==> src/rtl/ula_pkg.sv <==
// Shared opcode values and FSM state encoding for the sequential ALU.
package ula_pkg;

  localparam int OP_ADD  = 0;
  localparam int OP_SUB  = 1;
  localparam int OP_AND  = 2;
  localparam int OP_OR   = 3;
  localparam int OP_MUL  = 4;
  localparam int OP_DIV  = 5;
  localparam int OP_LAST = 5;

  typedef enum logic [1:0] {
    IDLE = 2'd0,
    CALC = 2'd1,
    DONE = 2'd2
  } state_t;

endpackage

==> src/rtl/ula_iter.sv <==
// Iterative datapath: shift-add multiply and restoring divide, one bit per cycle.
// res_lo/res_hi expose the post-iteration values so the caller can capture them on the last edge.
module ula_iter
  import ula_pkg::*;
#(
  parameter int WIDTH = 8
) (
  input  logic             clk,
  input  logic             rst_n,
  input  logic             start,
  input  logic             is_div,
  input  logic [WIDTH-1:0] a,
  input  logic [WIDTH-1:0] b,
  output logic             last,
  output logic [WIDTH-1:0] res_lo,
  output logic [WIDTH-1:0] res_hi
);

  localparam int CNT_W = $clog2(WIDTH);

  logic             busy_reg;
  logic             div_reg;
  logic [CNT_W-1:0] cnt_reg;
  logic [WIDTH-1:0] hi_reg;
  logic [WIDTH-1:0] lo_reg;
  logic [WIDTH-1:0] b_reg;

  logic [WIDTH:0]   mul_sum;
  logic [WIDTH:0]   shifted;
  logic [WIDTH-1:0] diff;
  logic             ge;
  logic [WIDTH-1:0] hi_next;
  logic [WIDTH-1:0] lo_next;

  // hi holds the product's upper half (mul) or the partial remainder (div);
  // lo holds the multiplier being shifted out (mul) or the quotient being shifted in (div).
  always_comb begin
    mul_sum = {1'b0, hi_reg} + (lo_reg[0] ? {1'b0, b_reg} : '0);
    shifted = {hi_reg, lo_reg[WIDTH-1]};
    ge      = shifted >= {1'b0, b_reg};
    diff    = shifted[WIDTH-1:0] - b_reg;
    if (div_reg) begin
      hi_next = ge ? diff : shifted[WIDTH-1:0];
      lo_next = {lo_reg[WIDTH-2:0], ge};
    end else begin
      hi_next = mul_sum[WIDTH:1];
      lo_next = {mul_sum[0], lo_reg[WIDTH-1:1]};
    end
  end

  assign last   = busy_reg && (cnt_reg == '0);
  assign res_lo = lo_next;
  assign res_hi = hi_next;

  always_ff @(posedge clk) begin
    if (!rst_n) begin
      busy_reg <= 1'b0;
      div_reg  <= 1'b0;
      cnt_reg  <= '0;
      hi_reg   <= '0;
      lo_reg   <= '0;
      b_reg    <= '0;
    end else if (start) begin
      busy_reg <= 1'b1;
      div_reg  <= is_div;
      cnt_reg  <= CNT_W'(WIDTH - 1);
      hi_reg   <= '0;
      lo_reg   <= a;
      b_reg    <= b;
    end else if (busy_reg) begin
      hi_reg  <= hi_next;
      lo_reg  <= lo_next;
      cnt_reg <= cnt_reg - 1'b1;
      if (cnt_reg == '0) busy_reg <= 1'b0;
    end
  end

endmodule

==> src/rtl/ula_seq.sv <==
// Handshaked sequential ALU: single-cycle add/sub/and/or, iterative mul/div.
// Results are held on a valid/ready output until the sink consumes them.
module ula_seq
  import ula_pkg::*;
#(
  parameter int WIDTH = 8,
  parameter int OP_W  = 8
) (
  input  logic             clk,
  input  logic             rst_n,
  input  logic             in_valid,
  output logic             in_ready,
  input  logic [WIDTH-1:0] operator1,
  input  logic [WIDTH-1:0] operator2,
  input  logic [OP_W-1:0]  operation_alu,
  output logic             out_valid,
  input  logic             out_ready,
  output logic [WIDTH-1:0] result_alu,
  output logic [WIDTH-1:0] result_ext,
  output logic             overflow,
  output logic             div_zero,
  output logic             illegal_op
);

  state_t           state_reg, state_next;
  logic [WIDTH-1:0] res_reg, res_next;
  logic [WIDTH-1:0] ext_reg, ext_next;
  logic             ovf_reg, ovf_next;
  logic             dz_reg, dz_next;
  logic             ill_reg, ill_next;
  logic             div_reg;
  logic             bzero_reg;

  logic             accept;
  logic             iter_op;
  logic             is_div;
  logic             iter_last;
  logic [WIDTH-1:0] iter_lo;
  logic [WIDTH-1:0] iter_hi;
  logic [WIDTH:0]   sum;

  assign in_ready   = (state_reg == IDLE);
  assign out_valid  = (state_reg == DONE);
  assign result_alu = res_reg;
  assign result_ext = ext_reg;
  assign overflow   = ovf_reg;
  assign div_zero   = dz_reg;
  assign illegal_op = ill_reg;

  assign is_div  = (operation_alu == OP_W'(OP_DIV));
  assign iter_op = (operation_alu == OP_W'(OP_MUL)) || is_div;
  assign accept  = in_valid && in_ready;
  assign sum     = {1'b0, operator1} + {1'b0, operator2};

  ula_iter #(.WIDTH(WIDTH)) u_iter (
    .clk    (clk),
    .rst_n  (rst_n),
    .start  (accept && iter_op),
    .is_div (is_div),
    .a      (operator1),
    .b      (operator2),
    .last   (iter_last),
    .res_lo (iter_lo),
    .res_hi (iter_hi)
  );

  always_comb begin
    state_next = state_reg;
    res_next   = res_reg;
    ext_next   = ext_reg;
    ovf_next   = ovf_reg;
    dz_next    = dz_reg;
    ill_next   = ill_reg;
    case (state_reg)
      IDLE: begin
        if (accept) begin
          if (iter_op) begin
            state_next = CALC;
          end else begin
            state_next = DONE;
            res_next   = '0;
            ext_next   = '0;
            ovf_next   = 1'b0;
            dz_next    = 1'b0;
            ill_next   = 1'b0;
            case (operation_alu)
              OP_W'(OP_ADD): begin
                res_next = sum[WIDTH-1:0];
                ovf_next = sum[WIDTH];
              end
              OP_W'(OP_SUB): begin
                res_next = operator1 - operator2;
                ovf_next = operator1 < operator2;
              end
              OP_W'(OP_AND): res_next = operator1 & operator2;
              OP_W'(OP_OR):  res_next = operator1 | operator2;
              default:       ill_next = 1'b1;
            endcase
          end
        end
      end
      CALC: begin
        if (iter_last) begin
          state_next = DONE;
          res_next   = iter_lo;
          ext_next   = iter_hi;
          ill_next   = 1'b0;
          // Divide-by-zero falls out of the restoring loop as all-ones / op1.
          if (div_reg) begin
            ovf_next = bzero_reg;
            dz_next  = bzero_reg;
          end else begin
            ovf_next = |iter_hi;
            dz_next  = 1'b0;
          end
        end
      end
      DONE: begin
        if (out_ready) begin
          state_next = IDLE;
          ovf_next   = 1'b0;
          dz_next    = 1'b0;
          ill_next   = 1'b0;
        end
      end
      default: state_next = IDLE;
    endcase
  end

  always_ff @(posedge clk) begin
    if (!rst_n) begin
      state_reg <= IDLE;
      res_reg   <= '0;
      ext_reg   <= '0;
      ovf_reg   <= 1'b0;
      dz_reg    <= 1'b0;
      ill_reg   <= 1'b0;
      div_reg   <= 1'b0;
      bzero_reg <= 1'b0;
    end else begin
      state_reg <= state_next;
      res_reg   <= res_next;
      ext_reg   <= ext_next;
      ovf_reg   <= ovf_next;
      dz_reg    <= dz_next;
      ill_reg   <= ill_next;
      if (accept) begin
        div_reg   <= is_div;
        bzero_reg <= (operator2 == '0);
      end
    end
  end

endmodule

==> config.mk <==
export PLATFORM = sky130hd
export DESIGN_NAME = ula_seq
export DESIGN_NICKNAME = d
export VERILOG_FILES = /design/src/rtl/ula_pkg.sv /design/src/rtl/ula_iter.sv /design/src/rtl/ula_seq.sv
export SDC_FILE = /design/constraint.sdc
export NUM_CORES = 1
export LEC_CHECK = 0
export BUFFER_PORTS_ARGS = -buffer_cell sky130_fd_sc_hd__buf_4
export CAP_MARGIN = 15
export CORE_AREA = 2 2 94 96
export CTS_BUF_LIST = sky130_fd_sc_hd__clkbuf_16
export DETAILED_ROUTE_END_ITERATION = 16
export DIE_AREA = 0 0 96 98
export GPL_TIMING_DRIVEN = 0
export PLACE_DENSITY = 0.85
export SLEW_MARGIN = 40
export SYNTH_ARGS = -nofsm -noshare
export SYNTH_HDL_FRONTEND = slang
export SYNTH_SLANG_ARGS = --single-unit
==> constraint.sdc <==
create_clock -name clk -period 2.4 [get_ports clk]
set_clock_uncertainty 0.1 [all_clocks]
set_input_delay 0.36 -clock clk [delete_from_list [all_inputs] [get_ports clk]]
set_output_delay 0.36 -clock clk [all_outputs]
set_load 0.01 [all_outputs]
==> metrics, run 1 <==
Hold Vio Cnt, Final 0; drt first-iter violations 191; Tightest Pin Transition 0.7329 ns; CP Launch Type register; vias in the first global route 4,113; most common flop cell mapped by yosys dfxtp_1; Reg power frac 0.434; Post-Syn Instances 531; R2R depth 10; power per standard cell area 394.6 nW/um^2; R2R Setup Slk -0.34 ns; most common cell after layout, fill and taps aside buf_4; core area 8466 um^2; Data required, critical path 2.47 ns; Final Routed Wirelength 11.83 mm; Post-synth ARST share 0; first-pass GRT wire length 18.69 mm; largest net degree at the start of global routing 19; hold path start operator1[4]; die width 96 um; CTS root buffer clkbuf_16; Bufs and invs on worst path 1; die area 9408 um^2; IO Count 49; commonest cells after routing, fill and taps aside buf_4, nand2_1, a21oi_1; Rel. slew slack 0.5069; Hold/Removal Path Class in -> reg; Yosys warnings 0; Num CTS Buffers 5; power share of the clock group 0.364; CTS Buffer Depth 2; status complete, but fails checks; pre-CTS setup slack -0.4795 ns; post-cts hold buffer count 0; post-synth top area share 0.2487; Static Leak 2.120 nW; fin. max-slew vios 0; FF-to-FF Start u_iter.b_reg[7]; wire per inst 16.83 um; synthesis-to-finish area growth 23.71%; GRT busiest layer met2; critical path arrival 2.82 ns; drc violations 0; largest cells by area after synthesis dfxtp_1, ha_1, a21oi_1; final setup TNS -0.5633 ns; CTS tree yes; Post-synth EDFFs 0; delay-heaviest family, CP simple AND/OR/NAND/NOR gates; Vias 4,213; synthesized area per cell 7.882 um^2; Final setup violation count 7; Filler Cells Inserted 705; global route overflow 0; initial antenna violation count 0; Min-Delay Path Depth 3; clk_lat worst skew 0.29 ns; Max Fclk 0.3644 GHz; min setup slack post-route -0.3445 ns; max capacitance violation total 0; Distinct cells, synth 66; Port Buf Inserts 46; register area share after synthesis 0.2487; Ant. Diodes 0; Max stage delay cell, worst path or4_4; dominant cell type by area after synthesis dfxtp_1; violated checks setup timing; Sink Count 52; met1 global-route usage 0.3022; hpwl dp 8.957 mm; Critical Path Sink Type register; total track usage 0.2464; CP startpoint u_iter.b_reg[7]; reg2reg end overflow; Initial Utilization 0.4944; mapped cell area 4185 um^2; met2 GRT Util 0.4402; met3 Use GR 0.03086; num rows 34; share of layout cells above drive strength 1 0.2319; fin crit period 2.745 ns; internal power 0.001445 W; crit share post-route 1.144; Max VDD drop 311.5 uV; DR pass1 iterations 5; Nets 672; hold worst-path end u_iter.lo_reg[4]; H-tree levels 2; Syn Nets 609; switching power 0.0005981 W; Logic pwr share 0.201; average vias per placed instance 5.993; Detail Route Antenna Nets 0; Worst-path clk slew 0.08 ns; Setup CP Type reg -> reg; Routability Congestion 0.9166; Most common cell on crit path o211ai_1; FF+latch count, synth 52; die height 98 um; switching share of power 0.2928; crit path max fanout 4; CP cell instances inv_1, ha_4, nand4b_1, a21oi_2, o21a_1, o211ai_1, mux2_4, or4_4, nor4_4, o211ai_1; RSZ-0062 raised after global routing yes; peak per-stage delay on the critical path 0.53 ns
==> logic make-up after synthesis <==
kind of cell | Yosys count | share of synthesized area
compound gates | 152 | 0.2389
xor+xnor | 15 | 0.03139
fa+ha+maj | 50 | 0.1567
buf+inv | 66 | 0.06337
flops | 52 | 0.2487
mux | 22 | 0.05381
simple gates | 174 | 0.2072
==> worst max-delay path by stage <==
stage                     depth (start not counted)  endpoint
after floorplan                                  11  overflow
after CTS                                         9  overflow
after global routing                             10  overflow
after global placement                            9  overflow
after detailed placement                          8  overflow
final                                            10  overflow
==> layout make-up <==
cell class / instances / area [um^2] / area share
Buffer: 21 / 96.34 / 0.01861
Multi-Input combinational cell: 413 / 3141 / 0.6066
Inverter: 43 / 163.9 / 0.03166
Clock inverter: 3 / 25.02 / 0.004833
Timing Repair Buffer: 58 / 435.4 / 0.08410
Clock buffer: 5 / 125.1 / 0.02417
Sequential cell: 52 / 1056 / 0.2040
Tap cell: 108 / 135.1 / 0.02610
==> power groups by stage <==
| stage | Combinational, W | Clock [W] | Sequential [W] |
|---|---|---|---|
| after floorplan | 0.000233 | 0 | 0.000913 |
| after global placement | 0.000371 | 0 | 0.000908 |
| after detailed placement | 0.000380 | 0 | 0.000909 |
| after CTS | 0.000386 | 0.000742 | 0.000887 |
| after global routing | 0.000451 | 0.000779 | 0.000889 |
| final | 0.000411 | 0.000744 | 0.000888 |
==> routing by layer <==
metal  routed length [um]  up-vias
met1                 4786     2015
met4                  326        0
met2                 6008      153
met5                    0        -
met3                  711       31
li1                     -     2014
==> synth_stat cells (2+ instances only) <==
cell type  number
o21bai_1        3
o22ai_1         4
nand3_1         9
a31oi_1         3
o21ai_1         3
a21o_1          9
nor2b_1        10
nand2_1        56
o211ai_1        8
xnor2_1         8
ha_1           46
o21a_1         10
buf_4           2
nor3_1         16
mux2i_1        18
o21ai_0        18
clkbuf_1       15
a211oi_1       11
a22oi_1         8
inv_1          42
nand4_1         5
o31ai_1         2
a211o_1         3
dfxtp_1        52
o311a_1         3
a221oi_1        2
nor4_1          3
nor2_1         43
fa_1            4
nand2b_1        6
a21oi_1        51
mux2_2          4
or4_4           4
buf_1           3
and2_1         10
xor2_1          7
==> stage by stage <==
stage / instances / total power (W) / utilization / hold WS [ns] / instance area (um^2)
after floorplan: 531 / 0.001146 / - / 0.3403 / 4205
after global placement: 685 / 0.001279 / 0.5535 / 0.3483 / 4686
after detailed placement: 685 / 0.001289 / 0.5535 / 0.3565 / 4686
after CTS: 696 / 0.002015 / 0.5933 / 0.2504 / 5022
after global routing: 703 / 0.002118 / 0.6116 / 0.2533 / 5177
final: 703 / 0.002043 / 0.6116 / 0.2541 / 5177
==> repair_timing <==
action,in CTS,in global routing
pin swaps,4,6
endpoints found under the setup margin,18,45
gates resized for setup,33,22
setup buffers,4,9
==> worst register-to-register path: stages, from the launching register on <==
cell and delay, ns:
dfxtp_2 0.35, inv_1 0.08, ha_4 0.29, nand4b_1 0.15
a21oi_2 0.18, o21a_1 0.20, o211ai_1 0.13, mux2_4 0.30
or4_4 0.53, nor4_4 0.18, o211ai_1 0.13
Note: power is estimated with default switching activity, not from simulation.
==> run 2, diff against run 1 <==
--- a/config.mk
+++ b/config.mk
@@ -7,12 +7,12 @@
 export LEC_CHECK = 0
 export BUFFER_PORTS_ARGS = -buffer_cell sky130_fd_sc_hd__buf_4
 export CAP_MARGIN = 15
-export CORE_AREA = 2 2 94 96
+export CORE_AREA = 2 2 68 134
 export CTS_BUF_LIST = sky130_fd_sc_hd__clkbuf_16
 export DETAILED_ROUTE_END_ITERATION = 16
-export DIE_AREA = 0 0 96 98
+export DIE_AREA = 0 0 70 136
 export GPL_TIMING_DRIVEN = 0
-export PLACE_DENSITY = 0.85
+export PLACE_DENSITY = 0.84
 export SLEW_MARGIN = 40
 export SYNTH_ARGS = -nofsm -noshare
 export SYNTH_HDL_FRONTEND = slang
==> run 2 against run 1 <==
Against the previous run:
- the flow still finishes with violations (setup timing)
- critical endpoint unchanged
- worst setup slack better by 0.058 ns
- highest routed layer unchanged
- die area grew 1.2%
- non-clock buffer count grew 15
- cell count grew 1.0%
- combinational power is 4% higher
- core utilization grew 2.3 points
- largest power group unchanged
- global-route usage is 2.2 points higher
- routed wire length rose by 13%
- clock power rose by 12%
- critical path type unchanged
- sequential power about the same
- fmax is 2.2% higher
==> metrics, run 2 (synthesis gave the netlist of run 1 again) <==
Final Routed Wirelength 13.40 mm (was 11.83 mm); max capacitance violation total 0 (unchanged); Max Fclk 0.3723 GHz (was 0.3644 GHz); fin crit period 2.686 ns (was 2.745 ns); most common cell after layout, fill and taps aside buf_4 (unchanged); Tightest Pin Transition 0.7029 ns (was 0.7329 ns); drc violations 0 (unchanged); RSZ-0062 raised after global routing yes (unchanged); CP Launch Type register (unchanged); Static Leak 2.231 nW (was 2.120 nW); Detail Route Antenna Nets 0 (unchanged); core area 8528 um^2 (was 8466 um^2); num rows 48 (was 34); first-pass GRT wire length 20.17 mm (was 18.69 mm); reg2reg end overflow (unchanged); Ant. Diodes 0 (unchanged); total track usage 0.2688 (was 0.2464); Vias 4,373 (was 4,213); global route overflow 0 (unchanged); clk_lat worst skew 0.30 ns (was 0.29 ns); Initial Utilization 0.4908 (was 0.4944); FF-to-FF Start u_iter.b_reg[5] (was u_iter.b_reg[7]); min setup slack post-route -0.2862 ns (was -0.3445 ns); power per standard cell area 397.0 nW/um^2 (was 394.6 nW/um^2); Final setup violation count 10 (was 7); pre-CTS setup slack -0.7756 ns (was -0.4795 ns); average vias per placed instance 6.159 (was 5.993); critical path arrival 2.77 ns (was 2.82 ns); R2R Setup Slk -0.29 ns (was -0.34 ns); IO Count 49 (unchanged); die height 136 um (was 98 um); hold worst-path end u_iter.lo_reg[7] (was u_iter.lo_reg[4]); post-cts hold buffer count 0 (unchanged); largest net degree at the start of global routing 18 (was 19); H-tree levels 2 (unchanged); commonest cells after routing, fill and taps aside buf_4, nand2_1, a21oi_1 (unchanged); drt first-iter violations 270 (was 191); fin. max-slew vios 0 (unchanged); CTS tree yes (unchanged); Max VDD drop 367.5 uV (was 311.5 uV); Num CTS Buffers 5 (unchanged); CTS Buffer Depth 2 (unchanged); CTS root buffer clkbuf_16 (unchanged); Routability Congestion 0.9771 (was 0.9166); Critical Path Sink Type register (unchanged); initial antenna violation count 0 (unchanged); vias in the first global route 4,312 (was 4,113); Worst-path clk slew 0.07 ns (was 0.08 ns); wire per inst 18.87 um (was 16.83 um); die width 70 um (was 96 um); synthesis-to-finish area growth 29.21% (was 23.71%); R2R depth 10 (unchanged); violated checks setup timing (unchanged); crit path max fanout 5 (was 4); hold path start operator1[7] (was operator1[4]); share of layout cells above drive strength 1 0.2770 (was 0.2319); CP startpoint u_iter.b_reg[5] (was u_iter.b_reg[7]); Hold Vio Cnt, Final 0 (unchanged); crit share post-route 1.119 (was 1.144); Sink Count 52 (unchanged); die area 9520 um^2 (was 9408 um^2); final setup TNS -1.558 ns (was -0.5633 ns); Port Buf Inserts 46 (unchanged); Data required, critical path 2.48 ns (was 2.47 ns); Hold/Removal Path Class in -> reg (unchanged); Rel. slew slack 0.5271 (was 0.5069); Setup CP Type reg -> reg (unchanged); DR pass1 iterations 5 (unchanged); Nets 687 (was 672); Min-Delay Path Depth 3 (unchanged); hpwl dp 10.07 mm (was 8.957 mm); status complete, but fails checks (unchanged)
## run 2: worst max-delay path by stage
stage | depth (start not counted) | slack, ns | end
2_1_floorplan | 11 | -0.13 | overflow
3_3_place_gp | 9 | -0.78 | overflow
3_5_place_dp | 9 | -0.78 | overflow
4_1_cts | 11 | -0.31 | overflow
5_1_grt | 11 | -0.38 | overflow
6_report | 10 | -0.29 | overflow
## run 2: layout make-up
cell class	instances	area, um^2
tap	100	125.1
sequential	52	1067
inverter	43	163.9
fill	733	3120
timing repair buffer	72	544.3
multi-input combinational	413	3232
clock inverter	3	46.29
buffer	22	103.9
clock buffer	5	125.1
## run 2: metal layers
| metal | up-vias | routed length [um] | global-route usage |
|---|---|---|---|
| li1 | 2032 | - | - |
| met1 | 2080 | 4255 | 0.2301 |
| met2 | 191 | 7454 | 0.5180 |
| met3 | 70 | 513 | 0.03188 |
| met4 | 0 | 1177 | 0.2489 |
| met5 | - | 0 | 0 |
## run 2: power breakdown
part | total [W] | internal, W | switching (W)
Sequential | 0.000887 | 0.000874 | 0.0000126
Clock | 0.000831 | 0.000496 | 0.000335
Combinational | 0.000429 | 0.000179 | 0.000250
## run 2: repair_timing
| item | CTS | global route |
|---|---|---|
| gates resized for setup | 51 | 36 |
| cloned | 0 | 0 |
| pin swaps | 26 | 10 |
| buffers inserted | 16 | 10 |
| endpoints found under the setup margin | 21 | 42 |
## run 2: critical path: stages (launching register included)
cell,delay [ns]
dfxtp_2,0.34
inv_1,0.06
ha_4,0.29
nand4b_1,0.18
a21oi_2,0.18
o21a_2,0.23
o211ai_1,0.11
mux2_4,0.31
or4_4,0.54
nor4_4,0.13
o211ai_1,0.10
## run 2: through the flow
| stage | utilization | total power (W) | cells | hold slack (ns) | cell area [um^2] |
|---|---|---|---|---|---|
| 3_5_place_dp | 0.5489 | 0.001299 | 677 | 0.3599 | 4681 |
| 6_report | 0.6341 | 0.002147 | 710 | 0.2401 | 5408 |
| 4_1_cts | 0.6093 | 0.002117 | 700 | 0.2352 | 5196 |
| 3_3_place_gp | 0.5483 | 0.001283 | 677 | 0.3528 | 4676 |
| 5_1_grt | 0.6341 | 0.002214 | 710 | 0.2400 | 5408 |
| 2_1_floorplan | - | 0.001146 | 531 | 0.3403 | 4205 |
==> run 3, diff against run 2 <==
--- a/config.mk
+++ b/config.mk
@@ -7,12 +7,12 @@
 export LEC_CHECK = 0
 export BUFFER_PORTS_ARGS = -buffer_cell sky130_fd_sc_hd__buf_4
 export CAP_MARGIN = 15
-export CORE_AREA = 2 2 68 134
+export CORE_AREA = 2 2 77 116
 export CTS_BUF_LIST = sky130_fd_sc_hd__clkbuf_16
 export DETAILED_ROUTE_END_ITERATION = 16
-export DIE_AREA = 0 0 70 136
+export DIE_AREA = 0 0 79 118
 export GPL_TIMING_DRIVEN = 0
-export PLACE_DENSITY = 0.84
+export PLACE_DENSITY = 0.85
 export SLEW_MARGIN = 40
 export SYNTH_ARGS = -nofsm -noshare
 export SYNTH_HDL_FRONTEND = slang
==> run 3 against run 2 <==
Against the previous run:
- the run still ends with setup timing left
- routed wire length decreased by 3.1%
- core utilization increased by 0.43 points
- fmax shrank 0.62%
- hold slack better by 0.0014 ns
- critical path depth unchanged
- highest routed layer unchanged
- via count is 1.0% lower
- worst setup slack worse by 0.017 ns
- largest cell class unchanged
- power down 2.2%
==> metrics, run 3 (synthesis gave the netlist of run 1 again) <==
Data required, critical path 2.48 ns (about the same); status complete, but fails checks (unchanged); global route overflow 0 (unchanged); Final Routed Wirelength 12.99 mm (was 13.40 mm); Num CTS Buffers 5 (unchanged); average vias per placed instance 6.106 (was 6.159); die area 9322 um^2 (was 9520 um^2); first-pass GRT wire length 19.86 mm (was 20.17 mm); initial antenna violation count 0 (unchanged); register area 1065 um^2 (was 1067 um^2); fin. max-slew vios 0 (unchanged); drc violations 0 (unchanged); power per standard cell area 395.8 nW/um^2 (was 397.0 nW/um^2); Max VDD drop 325.3 uV (was 367.5 uV); IO Count 49 (unchanged); crit path max fanout 5 (unchanged); share of layout cells above drive strength 1 0.2508 (was 0.2770); Power, Total 0.002100 W (was 0.002147 W); largest net degree at the start of global routing 16 (was 18); Nets 679 (was 687); Hold Vio Cnt, Final 0 (unchanged); Min-Delay Path Depth 3 (unchanged); RSZ-0062 raised after global routing yes (unchanged); CTS root buffer clkbuf_16 (unchanged); wire per inst 18.32 um (was 18.87 um); R2R Setup Slk -0.30 ns (was -0.29 ns); fin crit period 2.703 ns (was 2.686 ns); Sink Count 52 (unchanged); Routability Congestion 0.9352 (was 0.9771); drt first-iter violations 366 (was 270); Worst Hold Slack 0.2415 ns (was 0.2401 ns); final std cells w/o fill 709 (was 710); commonest cells after routing, fill and taps aside buf_4, nand2_1, a21oi_1 (unchanged); CTS tree yes (unchanged); CP Launch Type register (unchanged); die height 118 um (was 136 um); Vias 4,329 (was 4,373); max capacitance violation total 0 (unchanged); violated checks setup timing (unchanged); final setup TNS -1.133 ns (was -1.558 ns); R2R depth 10 (unchanged); Filler Cells Inserted 698 (was 733); Worst-path clk slew 0.07 ns (about the same); DR pass1 iterations 8 (was 5); Initial Utilization 0.5036 (was 0.4908); clk_lat worst skew 0.30 ns (about the same); Hold/Removal Path Class in -> reg (unchanged); Static Leak 2.158 nW (was 2.231 nW); Max Fclk 0.3700 GHz (was 0.3723 GHz); H-tree levels 2 (unchanged); min setup slack post-route -0.3029 ns (was -0.2862 ns); critical path arrival 2.79 ns (was 2.77 ns); Tightest Pin Transition 0.7932 ns (was 0.7029 ns); synthesis-to-finish area growth 26.76% (was 29.21%); vias in the first global route 4,310 (was 4,312); Setup CP Type reg -> reg (unchanged); most common cell after layout, fill and taps aside buf_4 (unchanged); FF-to-FF Start u_iter.b_reg[6] (was u_iter.b_reg[5]); total track usage 0.2679 (was 0.2688); Rel. slew slack 0.4712 (was 0.5271); Ant. Diodes 0 (unchanged); crit share post-route 1.126 (was 1.119); Port Buf Inserts 46 (unchanged); num rows 41 (was 48); die width 79 um (was 70 um); CTS Buffer Depth 2 (unchanged); Util after Layout 0.6384 (was 0.6341); Final setup violation count 11 (was 10); core area 8310 um^2 (was 8528 um^2); Critical Path Sink Type register (unchanged); Detail Route Antenna Nets 0 (unchanged); hpwl dp 9.534 mm (was 10.07 mm); reg2reg end overflow (unchanged); area occupied by multi-input gates 3191 um^2 (was 3232 um^2); DP Cell Count 684 (was 677); post-cts hold buffer count 0 (unchanged); hold path start operator1[7] (unchanged); hold worst-path end u_iter.lo_reg[7] (unchanged)
==> run 3: final cells by class <==
class | instances | area share
plain buffers | 21 | 0.01816
inverters | 43 | 0.03090
repair buffers | 65 | 0.09269
clock inverters | 3 | 0.007311
well taps | 107 | 0.02524
clock buffers | 5 | 0.02358
multi-input cells | 413 | 0.6014
flip-flops and latches | 52 | 0.2007
==> run 3: worst max-delay path: stages (launching register included) <==
cell and delay [ns]:
dfxtp_2 0.35, inv_1 0.07, ha_4 0.29, nand4b_1 0.17
a21oi_2 0.18, o21a_2 0.21, o211ai_1 0.13, mux2_4 0.33
or4_4 0.53, nor4_4 0.14, o211ai_1 0.10
==> run 3: timing repair <==
item	4_1_cts	5_1_grt
resized for setup	37	30
pin swaps	23	21
setup endpoints to repair	20	42
setup buffers	12	9
==> run 3: per-layer routing <==
metal | part of all wire | global-route usage | vias up
met4 | 0.083 | 0.2026 | 0
met5 | 0 | 0 | -
li1 | - | - | 2016
met3 | 0.041 | 0.03144 | 75
met2 | 0.54 | 0.5064 | 189
met1 | 0.34 | 0.2507 | 2049
==> run 3: worst max-delay path by stage <==
stage	from	to	slack, ns	cells past startpoint
global route	u_iter.b_reg[6]	overflow	-0.36	11
finish	u_iter.b_reg[6]	overflow	-0.30	10
detailed placement	u_iter.lo_reg[7]	overflow	-0.67	9
floorplan	u_iter.lo_reg[0]	overflow	-0.13	11
CTS	u_iter.lo_reg[7]	overflow	-0.30	11
global placement	u_iter.lo_reg[7]	overflow	-0.64	9
==> run 3: where the power goes <==
group | internal, W | switching (W) | total, W
logic | 0.000171 | 0.000236 | 0.000407
clock network | 0.000487 | 0.000318 | 0.000805
registers | 0.000876 | 0.0000122 | 0.000888
==> run 3: stage by stage <==
stage	worst slack [ns]	area, um^2
2_1_floorplan	-0.1271	4205
3_3_place_gp	-0.6441	4684
3_5_place_dp	-0.6701	4690
4_1_cts	-0.3001	5109
5_1_grt	-0.3622	5305
6_report	-0.3029	5305
